`src/rtl/stk_seq_ctrl_if.sv`:
```
// Control bus between the stack-machine sequencer, the instruction ROM and the
// execution units. The sequencer connects through the master modport and the
// ROM/units (or a testbench standing in for them) through the slave modport.
interface stk_seq_ctrl_if #(
    parameter int ADDR_LEN = 8,
    parameter int DATA_LEN = 8
);
    logic                  start;
    logic [DATA_LEN+3:0]   imem_data;
    logic [ADDR_LEN-1:0]   imem_addr;
    logic                  imem_r_en;
    logic [3:0]            ctrl_bus;
    logic [DATA_LEN-1:0]   addr_const;
    logic                  pp_en;
    logic                  pp_fin;
    logic                  alu_en;
    logic                  alu_fin;
    logic                  alu_zero;
    logic                  busy;
    logic                  halted;
    logic                  err;

    modport master (
        input  start, imem_data, pp_fin, alu_fin, alu_zero,
        output imem_addr, imem_r_en, ctrl_bus, addr_const,
               pp_en, alu_en, busy, halted, err
    );

    modport slave (
        output start, imem_data, pp_fin, alu_fin, alu_zero,
        input  imem_addr, imem_r_en, ctrl_bus, addr_const,
               pp_en, alu_en, busy, halted, err
    );
endinterface

```
`src/rtl/stk_seq_ctrl.sv`:
```
// Instruction sequencer for the stack machine: fetch, decode, dispatch to the
// push/pop unit or the ALU, wait for the unit's fin, handle JMP/JZ/HALT locally.
// Optional watchdog on the WAIT state is enabled by defining SEQ_WDT_EN.
module stk_seq_ctrl #(
    parameter int ADDR_LEN   = 8,
    parameter int DATA_LEN   = 8,
    parameter int WDT_CYCLES = 64
) (
    input  logic            clk,
    input  logic            rstn,
    stk_seq_ctrl_if.master  bus
);
    typedef enum logic [2:0] {
        S_IDLE, S_FETCH, S_DECODE, S_EXEC, S_WAIT, S_HALT, S_ERR
    } state_t;

    localparam logic [3:0] OP_JMP  = 4'd8;
    localparam logic [3:0] OP_JZ   = 4'd9;
    localparam logic [3:0] OP_HALT = 4'd15;

    // A zero limit would make the watchdog fire on the very first WAIT cycle.
    if (WDT_CYCLES < 1) begin : g_wdt_cfg_check
        $error("stk_seq_ctrl: WDT_CYCLES must be at least 1");
    end

    state_t                state_q, state_d;
    logic [ADDR_LEN-1:0]   pc_q, pc_d;
    logic [DATA_LEN+3:0]   ir_q, ir_d;

    logic [3:0]            op;
    logic [DATA_LEN-1:0]   operand;
    logic [ADDR_LEN-1:0]   jmp_tgt;
    logic [ADDR_LEN-1:0]   pc_inc;
    logic                  is_pp;
    logic                  is_alu;
    logic                  sel_fin;
    logic                  wdt_expired;

    assign op      = ir_q[DATA_LEN+3:DATA_LEN];
    assign operand = ir_q[DATA_LEN-1:0];
    // Jump targets are the operand zero-extended or truncated to the PC width.
    assign jmp_tgt = ADDR_LEN'(operand);
    assign pc_inc  = pc_q + ADDR_LEN'(1);
    assign is_pp   = (op <= 4'd2);
    assign is_alu  = (op >= 4'd4) && (op <= 4'd7);
    // Only the unit that was dispatched may end the WAIT.
    assign sel_fin = is_pp ? bus.pp_fin : bus.alu_fin;

`ifdef SEQ_WDT_EN
    localparam int WDT_W = $clog2(WDT_CYCLES + 1);
    logic [WDT_W-1:0] wdt_q, wdt_d;

    // Watchdog counts WAIT cycles and is cleared in every other state.
    always_comb begin
        wdt_d = '0;
        if (state_q == S_WAIT) begin
            wdt_d = wdt_q + WDT_W'(1);
        end
    end

    // Watchdog register.
    always_ff @(posedge clk or negedge rstn) begin
        if (!rstn) begin
            wdt_q <= '0;
        end else begin
            wdt_q <= wdt_d;
        end
    end

    assign wdt_expired = (state_q == S_WAIT) && (wdt_q == WDT_W'(WDT_CYCLES - 1));
    assign bus.err     = (state_q == S_ERR);
`else
    assign wdt_expired = 1'b0;
    assign bus.err     = 1'b0;
`endif

    // Next-state, PC and instruction-register logic.
    always_comb begin
        state_d = state_q;
        pc_d    = pc_q;
        ir_d    = ir_q;
        case (state_q)
            S_IDLE: begin
                if (bus.start) begin
                    pc_d    = '0;
                    state_d = S_FETCH;
                end
            end
            S_FETCH: begin
                state_d = S_DECODE;
            end
            S_DECODE: begin
                ir_d    = bus.imem_data;
                state_d = S_EXEC;
            end
            S_EXEC: begin
                if (is_pp || is_alu) begin
                    state_d = S_WAIT;
                end else if (op == OP_JMP) begin
                    pc_d    = jmp_tgt;
                    state_d = S_FETCH;
                end else if (op == OP_JZ) begin
                    pc_d    = bus.alu_zero ? jmp_tgt : pc_inc;
                    state_d = S_FETCH;
                end else if (op == OP_HALT) begin
                    state_d = S_HALT;
                end else begin
                    pc_d    = pc_inc;
                    state_d = S_FETCH;
                end
            end
            S_WAIT: begin
                if (sel_fin) begin
                    pc_d    = pc_inc;
                    state_d = S_FETCH;
                end else if (wdt_expired) begin
                    state_d = S_ERR;
                end
            end
            default: begin
                // HALT and ERR are left only through reset.
            end
        endcase
    end

    // State, PC and instruction registers; reset drops every output at once.
    always_ff @(posedge clk or negedge rstn) begin
        if (!rstn) begin
            state_q <= S_IDLE;
            pc_q    <= '0;
            ir_q    <= '0;
        end else begin
            state_q <= state_d;
            pc_q    <= pc_d;
            ir_q    <= ir_d;
        end
    end

    // The decoded fields stay on the bus through EXEC and WAIT.
    assign bus.imem_addr  = pc_q;
    assign bus.imem_r_en  = (state_q == S_FETCH);
    assign bus.ctrl_bus   = op;
    assign bus.addr_const = operand;
    assign bus.pp_en      = (state_q == S_EXEC) && is_pp;
    assign bus.alu_en     = (state_q == S_EXEC) && is_alu;
    assign bus.busy       = (state_q == S_FETCH) || (state_q == S_DECODE) ||
                            (state_q == S_EXEC)  || (state_q == S_WAIT);
    assign bus.halted     = (state_q == S_HALT);
endmodule

```
`src/flat_wrapper.sv`:
```
// flat-port wrapper written by rule: the top's interface ports become plain ports
module stk_seq_ctrl_flat 
#(
    parameter int ADDR_LEN   = 8,
    parameter int DATA_LEN   = 8,
    parameter int WDT_CYCLES = 64
)
  (clk, rstn, bus_start, bus_imem_data, bus_pp_fin, bus_alu_fin, bus_alu_zero, bus_imem_addr, bus_imem_r_en, bus_ctrl_bus, bus_addr_const, bus_pp_en, bus_alu_en, bus_busy, bus_halted, bus_err);
  stk_seq_ctrl_if #(.ADDR_LEN(ADDR_LEN), .DATA_LEN(DATA_LEN)) bus_i ();
  input  logic clk;
  input  logic rstn;
  input wire logic [$bits(bus_i.start)-1:0] bus_start;
  input wire logic [$bits(bus_i.imem_data)-1:0] bus_imem_data;
  input wire logic [$bits(bus_i.pp_fin)-1:0] bus_pp_fin;
  input wire logic [$bits(bus_i.alu_fin)-1:0] bus_alu_fin;
  input wire logic [$bits(bus_i.alu_zero)-1:0] bus_alu_zero;
  output wire logic [$bits(bus_i.imem_addr)-1:0] bus_imem_addr;
  output wire logic [$bits(bus_i.imem_r_en)-1:0] bus_imem_r_en;
  output wire logic [$bits(bus_i.ctrl_bus)-1:0] bus_ctrl_bus;
  output wire logic [$bits(bus_i.addr_const)-1:0] bus_addr_const;
  output wire logic [$bits(bus_i.pp_en)-1:0] bus_pp_en;
  output wire logic [$bits(bus_i.alu_en)-1:0] bus_alu_en;
  output wire logic [$bits(bus_i.busy)-1:0] bus_busy;
  output wire logic [$bits(bus_i.halted)-1:0] bus_halted;
  output wire logic [$bits(bus_i.err)-1:0] bus_err;
  assign bus_i.start = bus_start;
  assign bus_i.imem_data = bus_imem_data;
  assign bus_i.pp_fin = bus_pp_fin;
  assign bus_i.alu_fin = bus_alu_fin;
  assign bus_i.alu_zero = bus_alu_zero;
  assign bus_imem_addr = bus_i.imem_addr;
  assign bus_imem_r_en = bus_i.imem_r_en;
  assign bus_ctrl_bus = bus_i.ctrl_bus;
  assign bus_addr_const = bus_i.addr_const;
  assign bus_pp_en = bus_i.pp_en;
  assign bus_alu_en = bus_i.alu_en;
  assign bus_busy = bus_i.busy;
  assign bus_halted = bus_i.halted;
  assign bus_err = bus_i.err;
  stk_seq_ctrl #(.ADDR_LEN(ADDR_LEN), .DATA_LEN(DATA_LEN), .WDT_CYCLES(WDT_CYCLES)) u_core (.clk(clk), .rstn(rstn), .bus(bus_i));
endmodule
```
`config.mk`:
```
export PLATFORM = sky130hd
export DESIGN_NAME = stk_seq_ctrl_flat
export DESIGN_NICKNAME = d
export VERILOG_FILES = /design/src/rtl/stk_seq_ctrl_if.sv /design/src/rtl/stk_seq_ctrl.sv /design/src/flat_wrapper.sv
export SDC_FILE = /design/constraint.sdc
export NUM_CORES = 1
export LEC_CHECK = 0
export CORE_UTILIZATION = 40
export CTS_BUF_LIST = sky130_fd_sc_hd__clkbuf_4 sky130_fd_sc_hd__clkbuf_8
export DETAILED_ROUTE_END_ITERATION = 10
export HOLD_SLACK_MARGIN = 0.12
export PLACE_DENSITY = 0.81
export SLEW_MARGIN = 20
export SYNTH_ARGS = -nofsm -noshare
export SYNTH_HDL_FRONTEND = slang
export SYNTH_SLANG_ARGS = --single-unit
```
`constraint.sdc`:
```
create_clock -name clk -period 2.18 [get_ports clk]
set_input_delay 0.654 -clock clk [delete_from_list [all_inputs] [get_ports clk]]
set_output_delay 0.654 -clock clk [all_outputs]
set_load 0.03 [all_outputs]
```
======== After elaboration in Yosys (flattened, before gate mapping) ========
Index checks and enable logic that the tools add are counted.
storage, ports and cells
  register bits after elaboration ......... 23
  logic and storage cells ................. 47
cells by class
  add/subtract/negate cells ............... 1
  magnitude comparators ................... 3
  eq/ne operators ......................... 12
  muxes and demuxes ....................... 16
  reduce and logical (&&, ||, !) cells .... 12
operators by type and width
  operator                                                            number
  2-to-1 mux 8 bit                                                    7
  one-hot mux 8 bit (3 select lines)                                  1
  2-to-1 mux 3 bit                                                    6
  one-hot mux 3 bit (5 select lines)                                  1
  == test 4 bit (second input constant)                               3
  adder 8 x 1 -> 8 bit (second input constant)                        1
  == test 3 x 2 -> 1 bit (second input constant)                      2
  == test 3 bit (second input constant)                               2
  AND reduction 5 bit                                                 1
  nonzero test 5 bit                                                  1
  greater-or-equal comparator 4 x 3 -> 1 bit (second input constant)  1
  <= comparator 4 x 2 -> 1 bit (second input constant)                1
  <= comparator 4 x 3 -> 1 bit (second input constant)                1
  logical OR 1 bit                                                    4
  inequality test 2 bit (second input constant)                       2
  inequality test 4 x 2 -> 1 bit (second input constant)              1
  == test 3 x 1 -> 1 bit (second input constant)                      1
  logical AND 1 bit                                                   3
  logical NOT 3 bit                                                   1
  AND reduction 3 bit                                                 1
  nonzero test 3 bit                                                  1
  inequality test 2 x 1 -> 1 bit (second input constant)              1
  2-to-1 mux 1 bit                                                    1

======== Longest topological paths before layout ========
Gate-level depths: netlist of the first run.
  word-level depth ........................ 6
  depth in mapped cells ................... 7
  mapped depth without buffers ............ 6

======== Worst setup path before layout of the first run ========
Ideal clock, no wire load.
  path kind ............................... reg2out
  start ................................... register u_core.state_q[0]
  end ..................................... output bus_alu_en
  data arrival time ....................... 1,440 ps
  slack ................................... 86 ps
  cell stages (with the launch flop) ...... 4
  buffers on the path ..................... 1
  cells stage by stage .................... dfrtp_1 buf_2 nand3b_1 nor3b_1
between the ends
  word-level cells in the longest chain between the ends .. 2
ends and longest elaborated chain
  item                    line                 source
  start, declared         stk_seq_ctrl.sv:26   state_t state_q, state_d;
  start signal, assigned  stk_seq_ctrl.sv:133  state_q <= state_d;
  == test 3 x 2 -> 1 bit  stk_seq_ctrl.sv:145  assign bus.alu_en = (state_q == S_EXEC) && is_alu;
  logical AND 1 bit       stk_seq_ctrl.sv:145
  end, declared           flat_wrapper.sv:22   output wire logic [$bits(bus_i.alu_en)-1:0] bus_alu_en;
Every way passes these cells.

======== Worst setup path after layout of the first run ========
  start ................................... register u_core.ir_q[4]
  end ..................................... output bus_addr_const[4]
RTL lines
  item                    line                 source
  start, declared         stk_seq_ctrl.sv:28   logic [DATA_LEN+3:0] ir_q, ir_d;
  start signal, assigned  stk_seq_ctrl.sv:135  ir_q <= ir_d;
  end, declared           flat_wrapper.sv:20   output wire logic [$bits(bus_i.addr_const)-1:0] bus_addr_const;
No word-level cell between the ends.

==> results of run 1 <==
==> per-stage QoR <==
stage	instances	util	instance area (µm²)
after floorplan	122	-	1300
after global placement	212	0.589	1810
after detailed placement	212	0.589	1810
after CTS	217	0.602	1850
after global routing	217	0.606	1860
final	217	0.606	1860
==> where the power goes <==
group / internal (mW) / switching, mW / total [mW] / leakage [nW]
registers: 0.427 / 0 / 0.427 / 0.301
clock network: 0.0840 / 0.131 / 0.215 / 0.0184
logic: 0.0292 / 0.0153 / 0.0445 / 0.533
==> how the worst max path moves through the flow <==
| stage | startpoint | endpoint | slack [ns] | cells past startpoint |
|---|---|---|---|---|
| after floorplan | u_core.state_q[0] | bus_alu_en | 0.09 | 3 |
| after global placement | bus_start | u_core.bus.imem_addr[2] | 0.0004 | 6 |
| after detailed placement | bus_start | u_core.bus.imem_addr[3] | -0.05 | 6 |
| after CTS | u_core.state_q[1] | bus_busy | 0.02 | 3 |
| after global routing | u_core.state_q[2] | bus_alu_en | -0.007 | 4 |
| final | u_core.ir_q[4] | bus_addr_const[4] | 0.04 | 1 |
==> repair_timing <==
item,CTS,global route
gates resized for setup,6,8
setup buffers,1,0
endpoints found under the setup margin,6,6
==> synthesized netlist by cell type (3+ instances only) <==
cell and n:
mux2_2 13, inv_1 4, buf_2 3, nor2_1 6, dfrtp_1 23, a32o_1 6
nand2_1 5, and3_1 4, o21ai_0 8, o21ai_1 4, a22o_1 3, a21oi_1 7
==> kinds of logic after synthesis <==
logic type,after synthesis
adder cells (fa/ha/maj),1
AND/OR/NAND/NOR,33
multiplexers,14
buffers and inverters,10
AO/OA/AOI/OAI,37
other,1
XOR/XNOR,3
flip-flops,23
==> flip-flops by register name, summed over array words and instances (netlist names) <==
| register | cells |
|---|---|
| u_core.ir_q | 12 |
| u_core.bus.imem_addr | 8 |
| u_core.state_q | 3 |
==> layout make-up <==
type / instances / area [µm²]
Tap cell: 44 / 55.1
Timing Repair Buffer: 53 / 504
Multi-Input combinational cell: 89 / 684
Clock buffer: 4 / 30.0
Sequential cell: 23 / 576
Inverter: 4 / 15.0
Fill cell: 271 / 1210
==> layer usage <==
layer	up-vias	global-route usage
met5	-	0
met4	0	0.0646
met3	6	0.0328
met2	31	0.334
met1	558	0.250
li1	549	-
==> impl_results.md, run 1 <==
- Commonest non-fill, non-tap cell in the layout: clkdlybuf4s50_1
- DP Wirelength: between 2000 and 2500 µm
- Antenna diode count: 0
- Top cells by area, synth: dfrtp_1 (44%), mux2_2 (11%), a32o_1 (4.6%), o21ai_0 (3.1%), a21oi_1 (2.7%)
- Area of the core: about 3000 µm²
- CP max stage delay: between 0.7 and 0.8 ns
- DRT Pass-1 Iters: 4
- Skew-Pair Late Insertion Delay: between 0.3 and 0.4 ns
- Grt total ovfl: 0
- Pwr/cell area: about 370 nW/µm²
- CTS clk-pin slew, worst paths: approximately 0.13 ns
- CTS max path bufs: 2
- Final Skew: roughly 0.0036 ns
- Synth Area in Compound Gates: 0.209
- Largest family of logic cells by synthesized area: compound AO/OA/AOI/OAI gates
- PortBufs: 42
- Final setup fails: 0
- Final WS setup: around 0.037 ns
- # H-tree levels: 1
- Multiplexer share of the synthesized area: 0.120
- WP buf/inv: 1
- Synth Area in Adders: 0.00961
- Ys flop type: dfrtp_1
- CTS Buf Count: 3
- Most frequent cells in the layout: clkdlybuf4s50_1 (32), dfrtp_1 (23), mux2_2 (13)
- Top sig layer: met4
- GR Util All Layers: 0.195
- Synth top area share: 0.442
- Sequential element share of the synthesized area: 0.442
- Initial antenna violation count: 0
- Flop-to-flop setup slack: ~0.27 ns
- Worst reg2reg path endpoint: u_core.bus.imem_addr[4]
- Met3 Routed Length: roughly 150 µm
- Via count: around 1100
- CP arrival: 1.49 ns
- CP Cell Sequence: clkdlybuf4s50_1
- Antenna viol nets, final: 0
- Syn_nets: 141
- Synthesized flop and latch total: 23
- Worst EP required: 1.53 ns
- Max_cap viols: 0
- Critical path's slowest cell: clkdlybuf4s50_1
- Final Max Slew Viols: 0
- Worst slack, placed: -0.0499 ns
- Syn Std Cell Area: around 1300 µm²
- CP Capture Type: primary output
- Drt total wl: 3070 µm
- CTS tree: built
- F_max: 467 MHz
- Synth unique cells: roughly 40
- Routed length on met1: 1340 µm
- Clock Sinks: 23
- CTS root buf: clkbuf_4
- Initial DRC Count: 44
- Wirelength per Cell: 14.2 µm
- Mapped Cells: between 100 and 150
- Initial Util: 0.423
- Status: completed
- Period utilization: 0.983
- Hold Slack: roughly 0.55 ns
- RePlAce Congestion: 0.779
- Yosys Warn Count: 0
- Worst R2R Start: u_core.state_q[2]
- Detail Route met2 WL: around 1500 µm
- Pwr Total: 0.686 mW
- Unrepaired setup endpoints after global routing: true
- # IOs: 44
- Post-layout minimum cycle time: 2.14 ns
- Worst Hold Endpoint: u_core.ir_q[6]
- Hold Path Class: reg2reg
- Critical path type: reg2out
- Setup total negative slack: 0 ns
- Rows: 20
- Die Y: 59.1 µm
- VDD IR-drop max: around 0.25 mV
- Die Wd: roughly 59 µm
- Critical Path Source Type: flop
- Min-delay src: u_core.ir_q[6]
- Ys async rst share: 1.00
- Die area: 3490 µm²
- Final #Nets: 193
- Synth Area in Simple Gates: 0.159
- DRC viols: 0
- Hold_buf cts: 0
- Vias per cell: between 5 and 6
- Vias in the first global route: between 1000 and 1500
- Largest net degree at the start of global routing: 24
- Syn_area_per_cell: 10.7 µm²
- First-pass GRT wire length: 5130 µm
- Area Overhead vs Synth: 43.1%
- Final hold vios: 0
- WHS Path Cells: 1
- Layout cells sized above 1: 0.249
- CP delay by family, top: buffers and inverters
- Largest fanout on the critical path: 5
- Area leader, netlist: dfrtp_1
- Path depth of the worst reg2reg path: 7
- EDFF count, synth: 0
- Post-synthesis xor/xnor area fraction: 0.0202
- LEAKAGE: about 0.85 nW
No activity file was read; power rests on OpenSTA's default activity.
==> inputs of run 2 (changes only) <==
--- a/config.mk
+++ b/config.mk
@@ -8,9 +8,10 @@
 export CORE_UTILIZATION = 40
 export CTS_BUF_LIST = sky130_fd_sc_hd__clkbuf_4 sky130_fd_sc_hd__clkbuf_8
 export DETAILED_ROUTE_END_ITERATION = 10
+export DONT_BUFFER_PORTS = 1
 export HOLD_SLACK_MARGIN = 0.12
-export PLACE_DENSITY = 0.81
-export SLEW_MARGIN = 20
+export PLACE_DENSITY = 0.63
+export SLEW_MARGIN = 10
 export SYNTH_ARGS = -nofsm -noshare
 export SYNTH_HDL_FRONTEND = slang
 export SYNTH_SLANG_ARGS = --single-unit
==> constraint.sdc (replaced) <==
create_clock -name clk -period 2.5 [get_ports clk]
set_input_delay 0.75 -clock clk [delete_from_list [all_inputs] [get_ports clk]]
set_output_delay 0.75 -clock clk [all_outputs]
set_load 0.03 [all_outputs]
==> impl_results.md, run 2 (synthesis gave the netlist of run 1 again) <==
- Initial DRC Count: 32 (was 44)
- Period utilization: 0.961
- Hold Path Class: in2reg (was reg2reg)
- Final Max Slew Viols: 0 (unchanged)
- Biggest register: u_core.ir_q (unchanged)
- LEAKAGE: 0.588 nW (was 0.852 nW)
- CTS Buf Count: 3 (unchanged)
- Critical Path Source Type: flop (unchanged)
- Antenna diode count: 0 (unchanged)
- Area occupied by multi-input gates: 683 µm² (was 684 µm²)
- First-pass GRT wire length: 4680 µm (was 5130 µm)
- Critical path type: reg2out (unchanged)
- Path depth of the worst reg2reg path: 5 (was 7)
- Clock Sinks: 23 (unchanged)
- Initial Util: 0.423 (unchanged)
- DP Wirelength: 2120 µm (was 2330 µm)
- Antenna viol nets, final: 0 (unchanged)
- VDD IR-drop max: 0.220 mV (was 0.254 mV)
- Unrepaired setup endpoints after global routing: false (was true)
- Worst EP required: 1.75 ns (was 1.53 ns)
- Final setup fails: 0 (unchanged)
- RePlAce Congestion: 0.821 (was 0.779)
- Max reg flops: 12 (unchanged)
- Die area: 3490 µm² (unchanged)
- Final Skew: 0.00558 ns (was 0.00364 ns)
- Layout cells sized above 1: 0.262 (was 0.249)
- Largest fanout on the critical path: 12 (was 5)
- CP Capture Type: primary output (unchanged)
- CTS tree: built (unchanged)
- Clk pwr share: 0.323 (was 0.314)
- Post-cts resize count: 0 (was 6)
- Commonest non-fill, non-tap cell in the layout: dfrtp_1 (was clkdlybuf4s50_1)
- Post-layout minimum cycle time: between 2 and 2.5 ns
- Most frequent cells in the layout: dfrtp_1 (23), mux2_2 (13), o21ai_0 (8) (was clkdlybuf4s50_1 (32), dfrtp_1 (23), mux2_2 (13))
- Via count: 984 (was 1144)
- Vias in the first global route: 988 (was 1136)
- Final hold vios: 0 (unchanged)
- Power share of the sequential group: 0.657 (was 0.622)
- Largest net degree at the start of global routing: 24 (unchanged)
- Non-filler cells, final: 170 (was 217)
- GR Util All Layers: 0.182 (was 0.195)
- Initial antenna violation count: 0 (unchanged)
- CTS root buf: clkbuf_4 (unchanged)
- Worst-Margin Slew: 1.03 ns
- Final #Nets: 146 (was 193)
- Fill count: 314 (was 271)
- F_max: 416 MHz
- Max_cap viols: 0 (unchanged)
- Setup Buffers After CTS: 0 (was 1)
- DRC viols: 0 (unchanged)
- Area Overhead vs Synth: 7.78% (was 43.1%)
- Die Wd: 59.1 µm (unchanged)
- Switching Fraction: 0.234 (was 0.214)
- DRT Pass-1 Iters: 4 (unchanged)
- PortBufs: 0 (was 42)
- Rows: 20 (unchanged)
- Status: completed (unchanged)
- Vias per cell: 5.79 (was 5.27)
- Relative max-transition margin: 0.308
- Skew-Pair Late Insertion Delay: 0.33 ns (was 0.31 ns)
- Setup total negative slack: 0 ns (unchanged)
- # IOs: 44 (unchanged)
- CTS clk-pin slew, worst paths: 0.14 ns (was 0.13 ns)
- Hold_buf cts: 1 (was 0)
- Drt total wl: 2840 µm (was 3070 µm)
- Die Y: 59.1 µm (unchanged)
- Logic pwr share: 0.020 (was 0.065)
- Cell internal pwr: 0.434 mW (was 0.540 mW)
- CTS max path bufs: 2 (unchanged)
- NetSw: 0.132 mW (was 0.147 mW)
- CP arrival: 1.65 ns (was 1.49 ns)
- Area of the core: 3080 µm² (unchanged)
- # H-tree levels: 1 (unchanged)
- Pwr/cell area: 403 nW/µm² (was 368 nW/µm²)
- WHS Path Cells: 1 (unchanged)
- Wirelength per Cell: 16.7 µm (was 14.2 µm)
- FF/Latch Area: 576 µm² (unchanged)
- Placed insts: 165 (was 212)
- Grt total ovfl: 0 (unchanged)
- Final core utilization: 0.456 (was 0.606)
[run 2: cell type report]
cell class,count,share of cell area
Multi-Input combinational cell,89,0.487
Timing Repair Buffer,6,0.0339
Clock inverter,1,0.00357
Clock buffer,3,0.0160
Tap cell,44,0.0392
Inverter,4,0.0107
Sequential cell,23,0.410
[run 2: worst max-delay path: stages (launching register included)]
cell and delay, ns:
dfrtp_1 0.53, nand3b_1 0.36, nor3b_1 0.25, buf_4 0.19
[run 2: per-layer routing]
metal	global-route usage	vias up	wire length [µm]
met5	0	-	0
met3	0.0611	7	234
met2	0.287	37	1340
li1	-	454	-
met1	0.223	486	1210
met4	0.0884	0	53
[run 2: power by group through the flow]
| stage | clock [mW] | combinational [mW] | sequential [mW] |
|---|---|---|---|
| 6_report | 0.183 | 0.0115 | 0.372 |
| 5_1_grt | 0.197 | 0.0137 | 0.372 |
| 4_1_cts | 0.189 | 0.0122 | 0.372 |
| 3_5_place_dp | 0 | 0.00348 | 0.379 |
| 3_3_place_gp | 0 | 0.00352 | 0.379 |
| 2_1_floorplan | 0 | 0.00457 | 0.379 |
[run 2: per-stage QoR]
step                      hold slack, ns  instance area (µm²)  total power, mW  setup slack [ns]
after floorplan                    0.454                 1300            0.384             0.310
after global placement             0.455                 1370            0.383             0.399
after detailed placement           0.455                 1370            0.383             0.364
after CTS                          0.555                 1400            0.573            0.0988
after global routing               0.553                 1400            0.583           0.00605
final                              0.560                 1400            0.566            0.0986
[run 2: worst paths after layout]
check / startpoint / endpoint / slack, ns
min in group asynchronous: rstn / u_core.bus.imem_addr[6] / 1.03
min reg2reg: u_core.state_q[1] / u_core.state_q[1] / 0.64
max: u_core.state_q[2] / bus_alu_en / 0.1
max reg2reg: u_core.ir_q[8] / u_core.bus.imem_addr[2] / 0.34
min: bus_imem_data[10] / u_core.ir_q[10] / 0.56
max in group asynchronous: rstn / u_core.ir_q[9] / 0.84
==> inputs of run 3 (changes only) <==
--- a/config.mk
+++ b/config.mk
@@ -5,12 +5,15 @@
 export SDC_FILE = /design/constraint.sdc
 export NUM_CORES = 1
 export LEC_CHECK = 0
+export CAP_MARGIN = 20
+export CELL_PAD_IN_SITES_DETAIL_PLACEMENT = 0
+export CELL_PAD_IN_SITES_GLOBAL_PLACEMENT = 2
 export CORE_UTILIZATION = 40
 export CTS_BUF_LIST = sky130_fd_sc_hd__clkbuf_4 sky130_fd_sc_hd__clkbuf_8
 export DETAILED_ROUTE_END_ITERATION = 10
 export DONT_BUFFER_PORTS = 1
 export HOLD_SLACK_MARGIN = 0.12
-export PLACE_DENSITY = 0.63
+export PLACE_DENSITY = 0.91
 export SLEW_MARGIN = 10
 export SYNTH_ARGS = -nofsm -noshare
 export SYNTH_HDL_FRONTEND = slang
==> impl_results.md, run 3 (synthesis gave the netlist of run 1 again) <==
- Final Skew: 0.0184 ns (was 0.00558 ns)
- Post-layout minimum cycle time: 2.34 ns (was 2.40 ns)
- CTS Buf Count: 3 (unchanged)
- DRC viols: 0 (unchanged)
- Worst slack, placed: 0.382 ns (was 0.364 ns)
- Max reg flops: 12 (unchanged)
- CP Capture Type: primary output (unchanged)
- Relative max-transition margin: 0.504 (was 0.308)
- Commonest non-fill, non-tap cell in the layout: dfrtp_1 (unchanged)
- Critical Path Source Type: flop (unchanged)
- Antenna diode count: 0 (unchanged)
- Largest fanout on the critical path: 12 (unchanged)
- Via count: 970 (was 984)
- Layout cells sized above 1: 0.285 (was 0.262)
- RePlAce Congestion: 0.738 (was 0.821)
- Worst-Margin Slew: 0.744 ns (was 1.03 ns)
- CTS clk-pin slew, worst paths: 0.14 ns (about the same)
- Final WS setup: 0.160 ns (was 0.0986 ns)
- Initial Util: 0.423 (unchanged)
- Fill count: 312 (was 314)
- # IOs: 44 (unchanged)
- CTS root buf: clkbuf_4 (unchanged)
- Largest net degree at the start of global routing: 24 (unchanged)
- Max_cap viols: 0 (unchanged)
- Pwr/cell area: 393 nW/µm² (was 403 nW/µm²)
- Initial DRC Count: 39 (was 32)
- # H-tree levels: 1 (unchanged)
- First-pass GRT wire length: 4490 µm (was 4680 µm)
- Vias per cell: 5.57 (was 5.79)
- Critical path type: reg2out (unchanged)
- Final hold vios: 0 (unchanged)
- Period utilization: 0.936 (was 0.961)
- DRT Pass-1 Iters: 4 (unchanged)
- Biggest register: u_core.ir_q (unchanged)
- Skew-Pair Late Insertion Delay: 0.32 ns (was 0.33 ns)
- Die Y: 59.1 µm (unchanged)
- Unrepaired setup endpoints after global routing: false (unchanged)
- Die Wd: 59.1 µm (unchanged)
- Vias in the first global route: 939 (was 988)
- Grt total ovfl: 0 (unchanged)
- LEAKAGE: 0.607 nW (was 0.588 nW)
- Rows: 20 (unchanged)
- Wirelength per Cell: 16.1 µm (was 16.7 µm)
- Hold Path Class: in2reg (unchanged)
- PortBufs: 0 (unchanged)
- Area of the core: 3080 µm² (unchanged)
- Antenna viol nets, final: 0 (unchanged)
- Status: completed (unchanged)
- Die area: 3490 µm² (unchanged)
- VDD IR-drop max: 0.221 mV (was 0.220 mV)
- Area Overhead vs Synth: 10.9% (was 7.78%)
- DP Wirelength: 2060 µm (was 2120 µm)
- Setup total negative slack: 0 ns (unchanged)
- Final Max Slew Viols: 0 (unchanged)
- CTS max path bufs: 2 (unchanged)
- CTS tree: built (unchanged)
- Final setup fails: 0 (unchanged)
- F_max: 427 MHz (was 416 MHz)
- Most frequent cells in the layout: dfrtp_1 (23), mux2_2 (13), o21ai_0 (8), buf_4 (8), a21oi_1 (7) (was dfrtp_1 (23), mux2_2 (13), o21ai_0 (8))
- Drt total wl: 2810 µm (was 2840 µm)
- CP arrival: 1.59 ns (was 1.65 ns)
- Worst EP required: 1.75 ns (about the same)
- Final #Nets: 150 (was 146)
- Initial antenna violation count: 0 (unchanged)
- Clock Sinks: 23 (unchanged)
- GR Util All Layers: 0.171 (was 0.182)
==> run 3: metrics by stage <==
step / util / cells / cell area [µm²] / power [mW] / hold WS [ns]
after floorplan: - / 122 / 1300 / 0.384 / 0.454
after global placement: 0.449 / 167 / 1380 / 0.383 / 0.455
after detailed placement: 0.449 / 167 / 1380 / 0.383 / 0.455
after CTS: 0.462 / 172 / 1420 / 0.573 / 0.556
after global routing: 0.469 / 174 / 1440 / 0.586 / 0.549
final: 0.469 / 174 / 1440 / 0.567 / 0.561
==> run 3: final cells by class <==
cell class              instances  area [µm²]  share of cell area
well taps                      44        55.1              0.0381
inverters                       4        15.0              0.0104
flip-flops and latches         23         576               0.399
clock inverters                 1        7.51             0.00520
multi-input cells              89         683               0.473
repair buffers                 10        85.1              0.0589
clock buffers                   3        22.5              0.0156
==> run 3: timing repair <==
item / in CTS / in global routing
buffers inserted: 0 / 1
endpoints found under the setup margin: 0 / 1
hold buffers: 1 / 0
gates resized for setup: 0 / 0
endpoints found under the hold margin: 23 / 0
==> run 3: worst paths after layout <==
kind	slack, ns	from	cells after the start	to
worst max-delay path	0.16	u_core.state_q[2]	2	bus_pp_en
worst min-delay path	0.56	bus_imem_data[5]	1	u_core.ir_q[5]
worst max register to register	0.39	u_core.ir_q[10]	5	u_core.bus.imem_addr[0]
worst min register to register	0.63	u_core.state_q[1]	1	u_core.state_q[1]
max in group asynchronous	1.25	rstn	2	u_core.bus.imem_addr[5]
min in group asynchronous	0.80	rstn	1	u_core.bus.imem_addr[7]
==> run 3: critical path, stage by stage, from the launching register on <==
cell     delay (ns)
dfrtp_1        0.52
and3b_1        0.39
and2_1         0.36
==> run 3: layer usage <==
layer  vias to the layer above  track usage  wire, µm  share of wire
met3                         2       0.0699       219          0.078
met4                         0       0.0340        23         0.0082
met1                       463        0.212      1240           0.44
li1                        469            -         -              -
met2                        36        0.281      1330           0.47
met5                         -            0         0              0
==> run 3: report_power, final <==
part | switching [mW] | leakage, nW | total [mW] | internal, mW
clock | 0.120 | 0.0139 | 0.181 | 0.0611
combinational | 0.0105 | 0.293 | 0.0144 | 0.00386
sequential | 0 | 0.301 | 0.372 | 0.372
total | 0.130 | 0.607 | 0.567 | 0.437
